`src/rtl/hilo_pkg.sv`:
```
// hilo_pkg: shared op encodings, FSM states and defaults for the HI/LO multiply unit
package hilo_pkg;
  localparam logic [1:0] OP_MULT = 2'b00;
  localparam logic [1:0] OP_MFHI = 2'b01;
  localparam logic [1:0] OP_MFLO = 2'b10;
  localparam int TIMEOUT_DEFAULT = 40;
  typedef enum logic [1:0] {IDLE = 2'b00, START = 2'b01, BUSY = 2'b10} state_t;
endpackage

```
`src/rtl/hilo_timeout_counter.sv`:
```
// hilo_timeout_counter: counts BUSY cycles and flags the last one before the multiply is abandoned
module hilo_timeout_counter import hilo_pkg::*; #(
  parameter int TIMEOUT = TIMEOUT_DEFAULT
) (
  input  logic clk,
  input  logic rst,
  input  logic clear,
  input  logic enable,
  output logic expired
);
  localparam int CW = $clog2(TIMEOUT + 1);
  logic [CW-1:0] cnt_q, cnt_d;
  // clear wins over counting so every multiply starts from zero
  always_comb cnt_d = clear ? '0 : enable ? cnt_q + CW'(1) : cnt_q;
  // count register
  always_ff @(posedge clk or posedge rst)
    if (rst) cnt_q <= '0;
    else cnt_q <= cnt_d;
  assign expired = cnt_q == CW'(TIMEOUT - 1);
endmodule

```
`src/rtl/hilo_unit.sv`:
```
// hilo_unit: issues MULT to the serial multiplier, holds HI/LO and interlocks dependent ops
module hilo_unit import hilo_pkg::*; #(
  parameter int WIDTH   = 16,
  parameter int TIMEOUT = TIMEOUT_DEFAULT
) (
  input  logic               clk,
  input  logic               rst,
  input  logic               op_valid,
  input  logic [1:0]         op,
  input  logic [WIDTH-1:0]   rs_val,
  input  logic [WIDTH-1:0]   rt_val,
  output logic               stall,
  output logic [WIDTH-1:0]   rd_val,
  output logic               rd_valid,
  output logic               mul_start,
  output logic [WIDTH-1:0]   mul_a,
  output logic [WIDTH-1:0]   mul_b,
  input  logic [2*WIDTH-1:0] mul_result,
  input  logic               mul_valid,
  output logic [WIDTH-1:0]   hi,
  output logic [WIDTH-1:0]   lo,
  output logic               err
);
  state_t state_q, state_d;
  logic [WIDTH-1:0] hi_q, hi_d, lo_q, lo_d, a_q, a_d, b_q, b_d;
  logic err_q, err_d, expired, idle;
  assign idle = state_q == IDLE;
  hilo_timeout_counter #(.TIMEOUT(TIMEOUT)) u_cnt (
    .clk     (clk),
    .rst     (rst),
    .clear   (state_q == START),
    .enable  (state_q == BUSY),
    .expired (expired)
  );
  // next state: capture operands on accept, a valid result beats a coinciding timeout
  always_comb begin
    state_d = state_q;
    hi_d = hi_q;
    lo_d = lo_q;
    a_d = a_q;
    b_d = b_q;
    err_d = err_q;
    unique case (state_q)
      IDLE: if (op_valid && op == OP_MULT) begin
        state_d = START;
        a_d = rs_val;
        b_d = rt_val;
      end
      START: state_d = BUSY;
      BUSY: if (mul_valid) begin
        state_d = IDLE;
        {hi_d, lo_d} = mul_result;
      end else if (expired) begin
        state_d = IDLE;
        err_d = 1'b1;
      end
      default: state_d = IDLE;
    endcase
  end
  // state and architectural registers
  always_ff @(posedge clk or posedge rst)
    if (rst) begin
      state_q <= IDLE;
      hi_q <= '0;
      lo_q <= '0;
      a_q <= '0;
      b_q <= '0;
      err_q <= 1'b0;
    end else begin
      state_q <= state_d;
      hi_q <= hi_d;
      lo_q <= lo_d;
      a_q <= a_d;
      b_q <= b_d;
      err_q <= err_d;
    end
  assign stall = !idle && op_valid && op != 2'b11;
  assign rd_valid = idle && op_valid && (op == OP_MFHI || op == OP_MFLO);
  assign rd_val = !rd_valid ? '0 : op == OP_MFHI ? hi_q : lo_q;
  assign mul_start = state_q == START;
  assign mul_a = a_q;
  assign mul_b = b_q;
  assign hi = hi_q;
  assign lo = lo_q;
  assign err = err_q;
endmodule

```
`config.mk`:
```
export PLATFORM = sky130hd
export DESIGN_NAME = hilo_unit
export DESIGN_NICKNAME = d
export VERILOG_FILES = /design/src/rtl/hilo_pkg.sv /design/src/rtl/hilo_timeout_counter.sv /design/src/rtl/hilo_unit.sv
export SDC_FILE = /design/constraint.sdc
export NUM_CORES = 1
export LEC_CHECK = 0
export CORE_MARGIN = 5
export CORE_UTILIZATION = 43
export DETAILED_ROUTE_END_ITERATION = 10
export HOLD_SLACK_MARGIN = 0.02
export PLACE_DENSITY = 0.85
export SYNTH_ARGS = -nofsm -noshare
export SYNTH_HDL_FRONTEND = slang
export SYNTH_SLANG_ARGS = --single-unit
```
`constraint.sdc`:
```
create_clock -name clk -period 7.15 [get_ports clk]
set_input_delay 1.43 -clock clk [delete_from_list [all_inputs] [get_ports clk]]
set_output_delay 1.43 -clock clk [all_outputs]
set_load 0.01 [all_outputs]
```
## After elaboration in Yosys (flattened, before gate mapping)

Cells that the tools add are included.

- Add/subtract/negate cells: 1
- Reduce and logical (&&, ||, !) cells: 14
- Multiplexer cells: 8
- Bitwise logic cells: 1
- Equality and inequality tests: 8

Operators with widths:

| cell | count |
|---|---|
| $mux 16 | 2 |
| $mux 6 | 2 |
| $add 6x1->6 const B | 1 |
| $eq 6x6->1 const B | 1 |
| $mux 2 | 3 |
| $pmux 2 s3 | 1 |
| $reduce_and 2->1 | 3 |
| $logic_and 1x1->1 | 5 |
| $eq 2x1->1 const B | 2 |
| $eq 2x2->1 const B | 2 |
| $logic_not 2->1 | 2 |
| $ne 3x3->1 const B | 1 |
| $reduce_and 3->1 | 1 |
| $ne 2x1->1 const B | 1 |
| $ne 2x2->1 const B | 1 |
| $reduce_bool 2->1 | 1 |
| $logic_not 1->1 | 1 |
| $logic_or 1x1->1 | 1 |
| $not 1->1 | 1 |

- Register bits after elaboration: 73
- Word-level logic and storage cells: 39
- Output and inout port bits: 84

## Depth between registers and ports, before layout

Gate-level depths: netlist (run 1).

- Word-level depth: 4
- Depth in mapped cells: 6

## By module

Synthesis (run 1) repeated with hierarchy kept, for this count alone.

- Cell total of the unflattened synthesis: 219
- Area total of the unflattened synthesis: 3,249.4 um^2

By module, submodules not included:

| module | area an instance (um^2) | times used | cells each |
|---|---|---|---|
| hilo_unit | 2,964.1 | 1 | 192 |
| hilo_timeout_counter | 285.3 | 1 | 27 |

## Worst setup path before layout (run 1)

No wires, ideal clock.

- Kind: input -> output
- From: input port op[1]
- To: output port rd_val[10]
- Data arrival time: 2,356 ps
- Cell stages on the path: 6
- Path slack: 3,364 ps
- Data required time: 5,720 ps
- Path buffers: 2
- Cells stage by stage: inv_1 ha_1 buf_2 buf_2 mux2i_1 nor2_1

- Cells in the longest elaborated chain, start to end: 4

Ends and longest elaborated chain:

| what | line | source |
|---|---|---|
| start, declared | hilo_unit.sv:9 | `input logic [1:0] op,` |
| $eq 2x1->1 or $eq 2x2->1 (tied branches) | hilo_unit.sv:78, hilo_unit.sv:79 |  |
| $logic_or 1x1->1 | hilo_unit.sv:78 | `assign rd_valid = idle && op_valid && (op == OP_MFHI \|\| op == OP_MFLO);` |
| $logic_and 1x1->1 | hilo_unit.sv:78 |  |
| $mux 16 (*) | hilo_unit.sv:79 | `assign rd_val = !rd_valid ? '0 : op == OP_MFHI ? hi_q : lo_q;` |
| end, declared | hilo_unit.sv:13 | `output logic [WIDTH-1:0] rd_val,` |

Every way passes the cells marked *; elsewhere a longest branch is shown, timed or not.

## Worst setup path in the final report (run 1)

- From: input port op[0]
- To: output port rd_val[11]

The elaborated chain is that of the path after synthesis.

==> results of run 1 <==
## final cells by class
cell class / instances / area, um2 / area share (%)
sequential: 73 / 1830 / 36.7
timing repair buffer: 156 / 1550 / 31.2
multi-input combinational: 135 / 1220 / 24.6
clock buffer: 9 / 124 / 2.49
tap: 99 / 124 / 2.49
clock inverter: 7 / 95.1 / 1.91
inverter: 7 / 26.3 / 0.528
## worst paths after layout
| check | startpoint | to | slack, ps |
|---|---|---|---|
| worst max-delay path | op[0] | rd_val[11] | 1980 |
| worst min-delay path | err | err | 470 |
| worst max register to register | state_q[0] | mul_a[15] | 5510 |
| worst min register to register | err | err | 470 |
| max in group asynchronous | rst | hi[8] | 4890 |
| min in group asynchronous | rst | mul_a[1] | 1690 |
## cells by family after synthesis
family                   Yosys count
buffers and inverters             16
flip-flops                        73
adder cells (fa/ha/maj)            7
multiplexers                      82
AO/OA/AOI/OAI                     11
AND/OR/NAND/NOR                   33
XOR/XNOR                           2
## critical path: stages
cell and delay (ps):
clkdlybuf4s50_1 510, ha_1 900, mux2i_1 180, nor2_1 140, clkdlybuf4s50_1 570
## sequential cells by signal, indices dropped and copies added (netlist names)
register / cells
hi: 16
lo: 16
mul_a: 16
mul_b: 16
u_cnt.cnt_q: 6
state_q: 2
err: 1
## report_power, final
part | internal, mW | switching (mW)
logic | 0.542 | 0.325
registers | 0.612 | 0.131
clock network | 0.196 | 0.151
total | 1.35 | 0.607
## routing by layer
metal | track usage (%) | up-vias
met5 | 0 | -
met4 | 8.05 | 0
met3 | 6.39 | 12
met2 | 29.8 | 85
met1 | 20.9 | 1144
li1 | - | 1088
## placed cells by master (no fill, tap or decap), types with 2 or more instances in the layout
cell             instances
bufinv_16                2
dfrtp_1                 73
a21oi_1                  3
ha_1                     7
inv_1                    6
clkbuf_8                 9
mux2_1                  35
nand3_1                  3
clkinv_2                 2
o21ai_0                  2
clkdlybuf4s50_1        153
mux2_2                  31
mux2i_1                 16
clkinv_4                 2
nor2_1                  19
nand2_1                  6
buf_4                    3
==> metrics.txt, run 1 <==
outcome=complete, no violations; effective utilization at floorplan=43.5%; total of buffers placed on input and output ports=153; cell type contributing the most total cell area after synthesis=dfrtp_1; routed metal-1 wirelength=2960 um; Vias/cell=4.79; clock insertion delay at the later pin of the skew report=330 ps; worst setup timing slack at the placement stage=1940 ps; total setup buffers inserted after CTS=0; Worst R2R Path Depth=5; total met2 wirelength after detailed routing=3990 um; DIE HEIGHT=95.2 um; half-perimeter wire length after placement=5810 um; horizontal die dimension=95.2 um; mux cell area share after synthesis=28.9%; 1st-pass router iterations=4; DR iter-0 viols=45; final core utilization=69.3%; Final Slew Violations=0; ratio of cells with drive above 1 in the final layout=13.4%; share of the synthesized area in the top cell type=58.5%; ranking of synthesized cells by instance count=dfrtp_1, mux2_1, mux2_2; clock tree from TritonCTS=built; sum of routed wire length over all layers=7740 um; DR DRC count=0; largest family of logic cells by synthesized area=multiplexers; maximum clock insertion buffer count=2; number of flip-flops and latches in the synthesized netlist=73; number of standard cells after synthesis=224; count leader, synth=dfrtp_1; worst hold slack across all endpoints=474 ps; via count of the first global-routing pass=2531; unrepaired setup endpoints after global routing=false; final instance count without filler cells=486; remaining antenna violation count after routing=0; number of synthesized flops with an enable pin=0; CP arrival=3740 ps; xor/xnor cell area share of the yosys netlist=0.561%; Routed WL per cell=15.9 um; Final #Nets=459; Max transition margin=27.5%; WS Path Type=in2out; number of instances on the worst hold path=1; fraction of the yosys area taken by sequential cells=58.5%; Worst Setup End Kind=output port; final period utilization=72.3%; synth warn=0; leakage power=2.10 nW; number of violations of the max-capacitance limit=0; power density relative to cell area=393 mW/mm2; leading post-synthesis cells by cell area=dfrtp_1, mux2_1, mux2_2, mux2i_1, ha_1; Most used DFF post-synth=dfrtp_1; GRT overflow=0; Setup TNS Final=0 ps; maximum number of pins on one net before global-route repair=74; synthesized netlist net count=301; mean area per synthesized cell=13.9 um2; total of endpoints with negative setup slack in the final report=0; number of clock buffers inserted by TritonCTS=9; total power consumption of the routed design=1.96 mW; post-synthesis to final-layout area growth=59.4%; Worst-Margin Slew=1090 ps; CTS Hold Bufs=0; global-route wire length before repair=12500 um; H-tree Lvls=3; area post-placement=0.00475 mm2; post-route standard cell area excluding fillers=0.00497 mm2; clock-pin slew of the registers on the worst-case setup and hold paths=70 ps; standard-cell rows=31; Syn Std Cell Area=0.00312 mm2; number of diodes=0; top sig layer=met4; crit path launch type=input port; simple-gate portion of the synthesized area=4.57%; Inst Count DP=470; antenna violations before repair=0; total I/O pin count=154; Root Buffer Master=clkbuf_8; Max rail drop VDD=202 uV; core area=0.00718 mm2; post-route minimum period=5170 ps; total met3 wirelength after detailed routing=654 um; fill count=535; Worst EP required=5720 ps; CTS sink cnt=73; maximum achievable frequency=0.194 GHz; GPL Wtd Cong=0.774; share of flip-flops with an asynchronous set or reset=100%; post-cts resize count=0; Vias=2329; setup ws final=1980 ps; post-synthesis compound-gate area fraction=2.33%; Cell variety after synth=26; Total Die Area=0.00906 mm2; arithmetic-cell share of the synthesized area counting full adders, half adders and majority gates=2.81%; Hold Fails Final Rpt=0; type of the most critical hold path=reg2reg; largest fanout on the critical path=16; Global Route Usage Sum=18.0%; Worst Skew=7.21 ps
Note: power is estimated with default switching activity, not from simulation.
==> inputs of run 2 (changes only) <==
CORE_UTILIZATION = 36   (was 43)
PLACE_DENSITY = 0.76   (was 0.85)
clock period = 4.25 ns   (was 7.15 ns; I/O delays follow)
==> run 2 against run 1 <==
Compared with the run above: non-clock buffer count grew 3; combinational power grew 68%; sequential cell count is the same; global-route usage shrank 2.5 points; first-iteration DRC count grew 51%; total power grew 68%; via count grew 2.8%; clock power grew 64%.
==> metrics.txt, run 2 (synthesized netlist as in run 1, its figures left out) <==
Worst-Margin Slew=898 ps; Root Buffer Master=clkbuf_8; Worst EP required=3400 ps; CTS sink cnt=73; effective utilization at floorplan=36.3%; family of cells with the greatest summed delay on the critical path=buffers and inverters; FF-to-FF setup slack=2040 ps; total I/O pin count=154; remaining antenna violation count after routing=0; Hold Fails Final Rpt=0; net switching fraction of the power=30.6%; antenna violations before repair=0; crit path launch type=input port; GRT overflow=0; sum of routed wire length over all layers=7940 um; unrepaired setup endpoints after global routing=false; ratio of cells with drive above 1 in the final layout=13.1%; core area=0.00859 mm2; DIE HEIGHT=103 um; clock-pin slew of the registers on the worst-case setup and hold paths=70 ps; leakage power=2.11 nW; clock tree from TritonCTS=built; type of the most critical hold path=reg2reg; maximum number of pins on one net before global-route repair=44; internal power contribution=2.28 mW; crit path max-delay cell type=clkdlybuf4s50_1; total of endpoints with negative setup slack in the final report=0; number of clock buffers inserted by TritonCTS=9; total of buffers placed on input and output ports=153; post-route minimum period=3530 ps; Max rail drop VDD=309 uV; launch point of the worst reg-to-reg path=state_q[0]; Final #Nets=462; final instance count without filler cells=498; Worst Skew=6.67 ps; DR DRC count=0; Vias/cell=4.81; final period utilization=83.0%; power density relative to cell area=655 mW/mm2; number of violations of the max-capacitance limit=0; 1st-pass router iterations=4; WS Path Type=in2out; via count of the first global-routing pass=2505; most frequent cells in the layout=clkdlybuf4s50_1, dfrtp_1, mux2_1; Final Slew Violations=0; clock insertion delay at the later pin of the skew report=340 ps; Reg-to-Reg End=mul_a[6]; instance count on the critical path=7; Vias=2394; standard-cell rows=34; number of diodes=0; post-cts resize count=0; CTS Hold Bufs=0; Critical Path Most Common Cell=clkdlybuf4s50_1; fill count=725; Routed WL per cell=15.9 um; final core utilization=58.2%; GPL Wtd Cong=0.728; Worst Setup End Kind=output port; power share of the combinational group=44.5%; cell chain of the critical path=clkdlybuf4s50_1 -> inv_1 -> ha_1 -> nand3_1 -> buf_4 -> nor2_1 -> clkdlybuf4s50_1; half-perimeter wire length after placement=6080 um; largest fanout on the critical path=17; total setup buffers inserted after CTS=0; Global Route Usage Sum=15.5%; maximum clock insertion buffer count=2; post-synthesis to final-layout area growth=60.4%; global-route wire length before repair=12500 um; net switching power of the design=1.00 mW; Inst Count DP=482; Critical Path Sink=rd_val[2]; horizontal die dimension=103 um; Critical Path Start=op[0]; largest incremental delay on the critical path=560 ps; DR iter-0 viols=68; Buf+Inv Stages, Crit Path=4; CP arrival=2680 ps; fraction of power consumed by the clock network=17.4%; Worst R2R Path Depth=5; H-tree Lvls=3; outcome=complete, no violations; Max transition margin=40.1%; Total Die Area=0.0106 mm2; most common library cell in the layout ignoring fill and taps=clkdlybuf4s50_1; sequential fraction of design power=38.1%; maximum achievable frequency=0.283 GHz; Setup TNS Final=0 ps
## run 2: cell type report
| cell class | count | area, um2 | area share, % |
|---|---|---|---|
| flip-flops and latches | 73 | 1830 | 36.5 |
| repair buffers | 159 | 1590 | 31.7 |
| multi-input cells | 135 | 1220 | 24.4 |
| clock buffers | 13 | 139 | 2.77 |
| well taps | 108 | 135 | 2.70 |
| clock inverters | 3 | 65.1 | 1.30 |
| inverters | 7 | 26.3 | 0.525 |
## run 2: worst min-delay path by stage
stage               startpoint    endpoint  slack [ps]  cells after the start
finish                     err         err         460                      1
global route               err         err         480                      1
CTS                        err         err         470                      1
detailed placement         err         err         460                      1
global placement           err         err         460                      1
floorplan           state_q[1]  state_q[1]         480                      1
## run 2: layer usage
layer	track usage, %	vias up	share of wire (%)
met5	0	-	0
met4	6.27	0	1.3
met3	5.95	10	10
met2	25.4	103	50
met1	18.2	1181	38
li1	-	1100	-
## run 2: through the flow
| step | hold slack, ps | power (mW) | worst slack [ps] | instance area, um2 |
|---|---|---|---|---|
| floorplan | 485 | 1.85 | 1550 | 3120 |
| global placement | 458 | 2.70 | 724 | 4800 |
| detailed placement | 455 | 2.74 | 736 | 4800 |
| CTS | 469 | 3.33 | 714 | 5000 |
| global route | 485 | 3.50 | 629 | 5000 |
| finish | 464 | 3.28 | 721 | 5000 |
## run 2: worst reg2reg max path: cells and delay by family, from the launching register on
family	cells	cell delay [ps]
buffers and inverters	2	520
flip-flops	1	380
adder cells (fa/ha/maj)	1	240
AND/OR/NAND/NOR	1	620
multiplexers	1	330
## run 2: power by group through the flow
stage                     Combinational (mW)  Clock (mW)  Sequential, mW
after floorplan                        0.469           0            1.38
after global placement                  1.46           0            1.24
final                                   1.46       0.571            1.25
after detailed placement                1.48           0            1.26
after global routing                    1.58       0.625            1.30
after CTS                               1.49       0.591            1.25
==> inputs of run 3 (changes only) <==
clock period = 3.1 ns   (was 4.25 ns; I/O delays follow)
==> run 3 against run 2 <==
Compared with the run above: combinational power is 38% higher; wire length rose by 0.44%; utilization rose by 0.64 points; clock-buffer cell count is the same; critical endpoint is now rd_val[4].
==> metrics.txt, run 3 (synthesized netlist as in run 1, its figures left out) <==
outcome=complete, no violations; standard-cell rows=34; total I/O pin count=154; power density relative to cell area=890 mW/mm2; Critical Path Sink=rd_val[4]; net switching power of the design=1.38 mW; H-tree Lvls=3; type of the most critical hold path=reg2reg; Final Slew Violations=0; FF-to-FF setup slack=1470 ps; Worst-Margin Slew=739 ps; crit path launch type=input port; number of clock buffers inserted by TritonCTS=9; number of violations of the max-capacitance limit=0; unrepaired setup endpoints after global routing=false; leakage power=2.33 nW; horizontal die dimension=103 um; post-synthesis to final-layout area growth=62.1%; Reg-to-Reg End=state_q[1]; final period utilization=97.6%; Max rail drop VDD=482 uV; CP arrival=2410 ps; largest incremental delay on the critical path=540 ps; launch point of the worst reg-to-reg path=u_cnt.cnt_q[3]; Root Buffer Master=clkbuf_8; antenna violations before repair=0; Routed WL per cell=16.0 um; GPL Wtd Cong=0.741; most frequent cells in the layout=clkdlybuf4s50_1, dfrtp_1, mux2_1; Worst Setup End Kind=output port; Critical Path Start=op[0]; largest fanout on the critical path=17; via count of the first global-routing pass=2532; Vias=2363; total of endpoints with negative setup slack in the final report=0; post-route minimum period=3030 ps; DR DRC count=0; ratio of cells with drive above 1 in the final layout=13.1%; 1st-pass router iterations=4; global-route wire length before repair=12500 um; internal power contribution=3.12 mW; CTS sink cnt=73; net switching fraction of the power=30.6%; total of buffers placed on input and output ports=153; DIE HEIGHT=103 um; core area=0.00859 mm2; Hold Fails Final Rpt=0; DR iter-0 viols=33; Critical Path Most Common Cell=clkdlybuf4s50_1; remaining antenna violation count after routing=0; effective utilization at floorplan=36.3%; most common library cell in the layout ignoring fill and taps=clkdlybuf4s50_1; Setup TNS Final=0 ps; Global Route Usage Sum=15.4%; cell chain of the critical path=clkdlybuf4s50_1 -> inv_1 -> ha_1 -> nand3_1 -> buf_12 -> nor2_1 -> clkdlybuf4s50_1; Max transition margin=50.6%; fraction of power consumed by the clock network=17.2%; Worst R2R Path Depth=4; maximum achievable frequency=0.330 GHz; sum of routed wire length over all layers=7980 um; clock insertion delay at the later pin of the skew report=330 ps; GRT overflow=0; family of cells with the greatest summed delay on the critical path=buffers and inverters; Vias/cell=4.74; instance count on the critical path=7; sequential fraction of design power=38.1%; half-perimeter wire length after placement=6060 um; Worst EP required=2480 ps; Total Die Area=0.0106 mm2; number of diodes=0; total setup buffers inserted after CTS=0; maximum clock insertion buffer count=2; number of instances on the worst hold path=1; crit path max-delay cell type=clkdlybuf4s50_1; Final #Nets=462; power share of the combinational group=44.7%; final core utilization=58.9%; maximum number of pins on one net before global-route repair=41; clock tree from TritonCTS=built; clock-pin slew of the registers on the worst-case setup and hold paths=70 ps; Buf+Inv Stages, Crit Path=4; WS Path Type=in2out; Worst Skew=6.06 ps
## run 3: stage by stage
| stage | setup WS [ps] | area [um2] | hold slack, ps | instances | total power, mW |
|---|---|---|---|---|---|
| global placement | 89.1 | 4830 | 461 | 482 | 3.71 |
| global route | 2.78 | 5060 | 504 | 498 | 4.80 |
| detailed placement | 40.0 | 4830 | 470 | 482 | 3.79 |
| finish | 73.0 | 5060 | 491 | 498 | 4.50 |
| floorplan | 627 | 3120 | 485 | 224 | 2.53 |
| CTS | 26.2 | 5030 | 487 | 498 | 4.59 |
## run 3: worst min path at each step
stage | from | endpoint
after floorplan | state_q[1] | state_q[1]
after global placement | err | err
after detailed placement | err | err
after CTS | err | err
after global routing | mul_a[12] | mul_a[12]
final | mul_b[9] | mul_b[9]
## run 3: power by group through the flow
stage / Clock [mW] / Sequential (mW) / Combinational, mW
final: 0.775 / 1.71 / 2.01
after global routing: 0.842 / 1.79 / 2.17
after CTS: 0.803 / 1.72 / 2.06
after detailed placement: 0 / 1.74 / 2.05
after global placement: 0 / 1.70 / 2.01
after floorplan: 0 / 1.89 / 0.643
## run 3: layout make-up
type                    count  area (um2)
clock inverters             3        65.1
repair buffers            159        1640
well taps                 108         135
inverters                   7        26.3
flip-flops and latches     73        1830
clock buffers              13         139
fillers                   743        3530
multi-input cells         135        1220
## run 3: per-layer routing
metal	track usage [%]	part of all wire, %
met3	6.50	10
met4	5.08	1.1
met1	17.8	39
met2	25.7	50
met5	0	0
## run 3: what timing repair did
item | in CTS | in global routing
setup endpoints to repair | 0 | 12
hold buffers | 0 | 0
resized for setup | 0 | 12
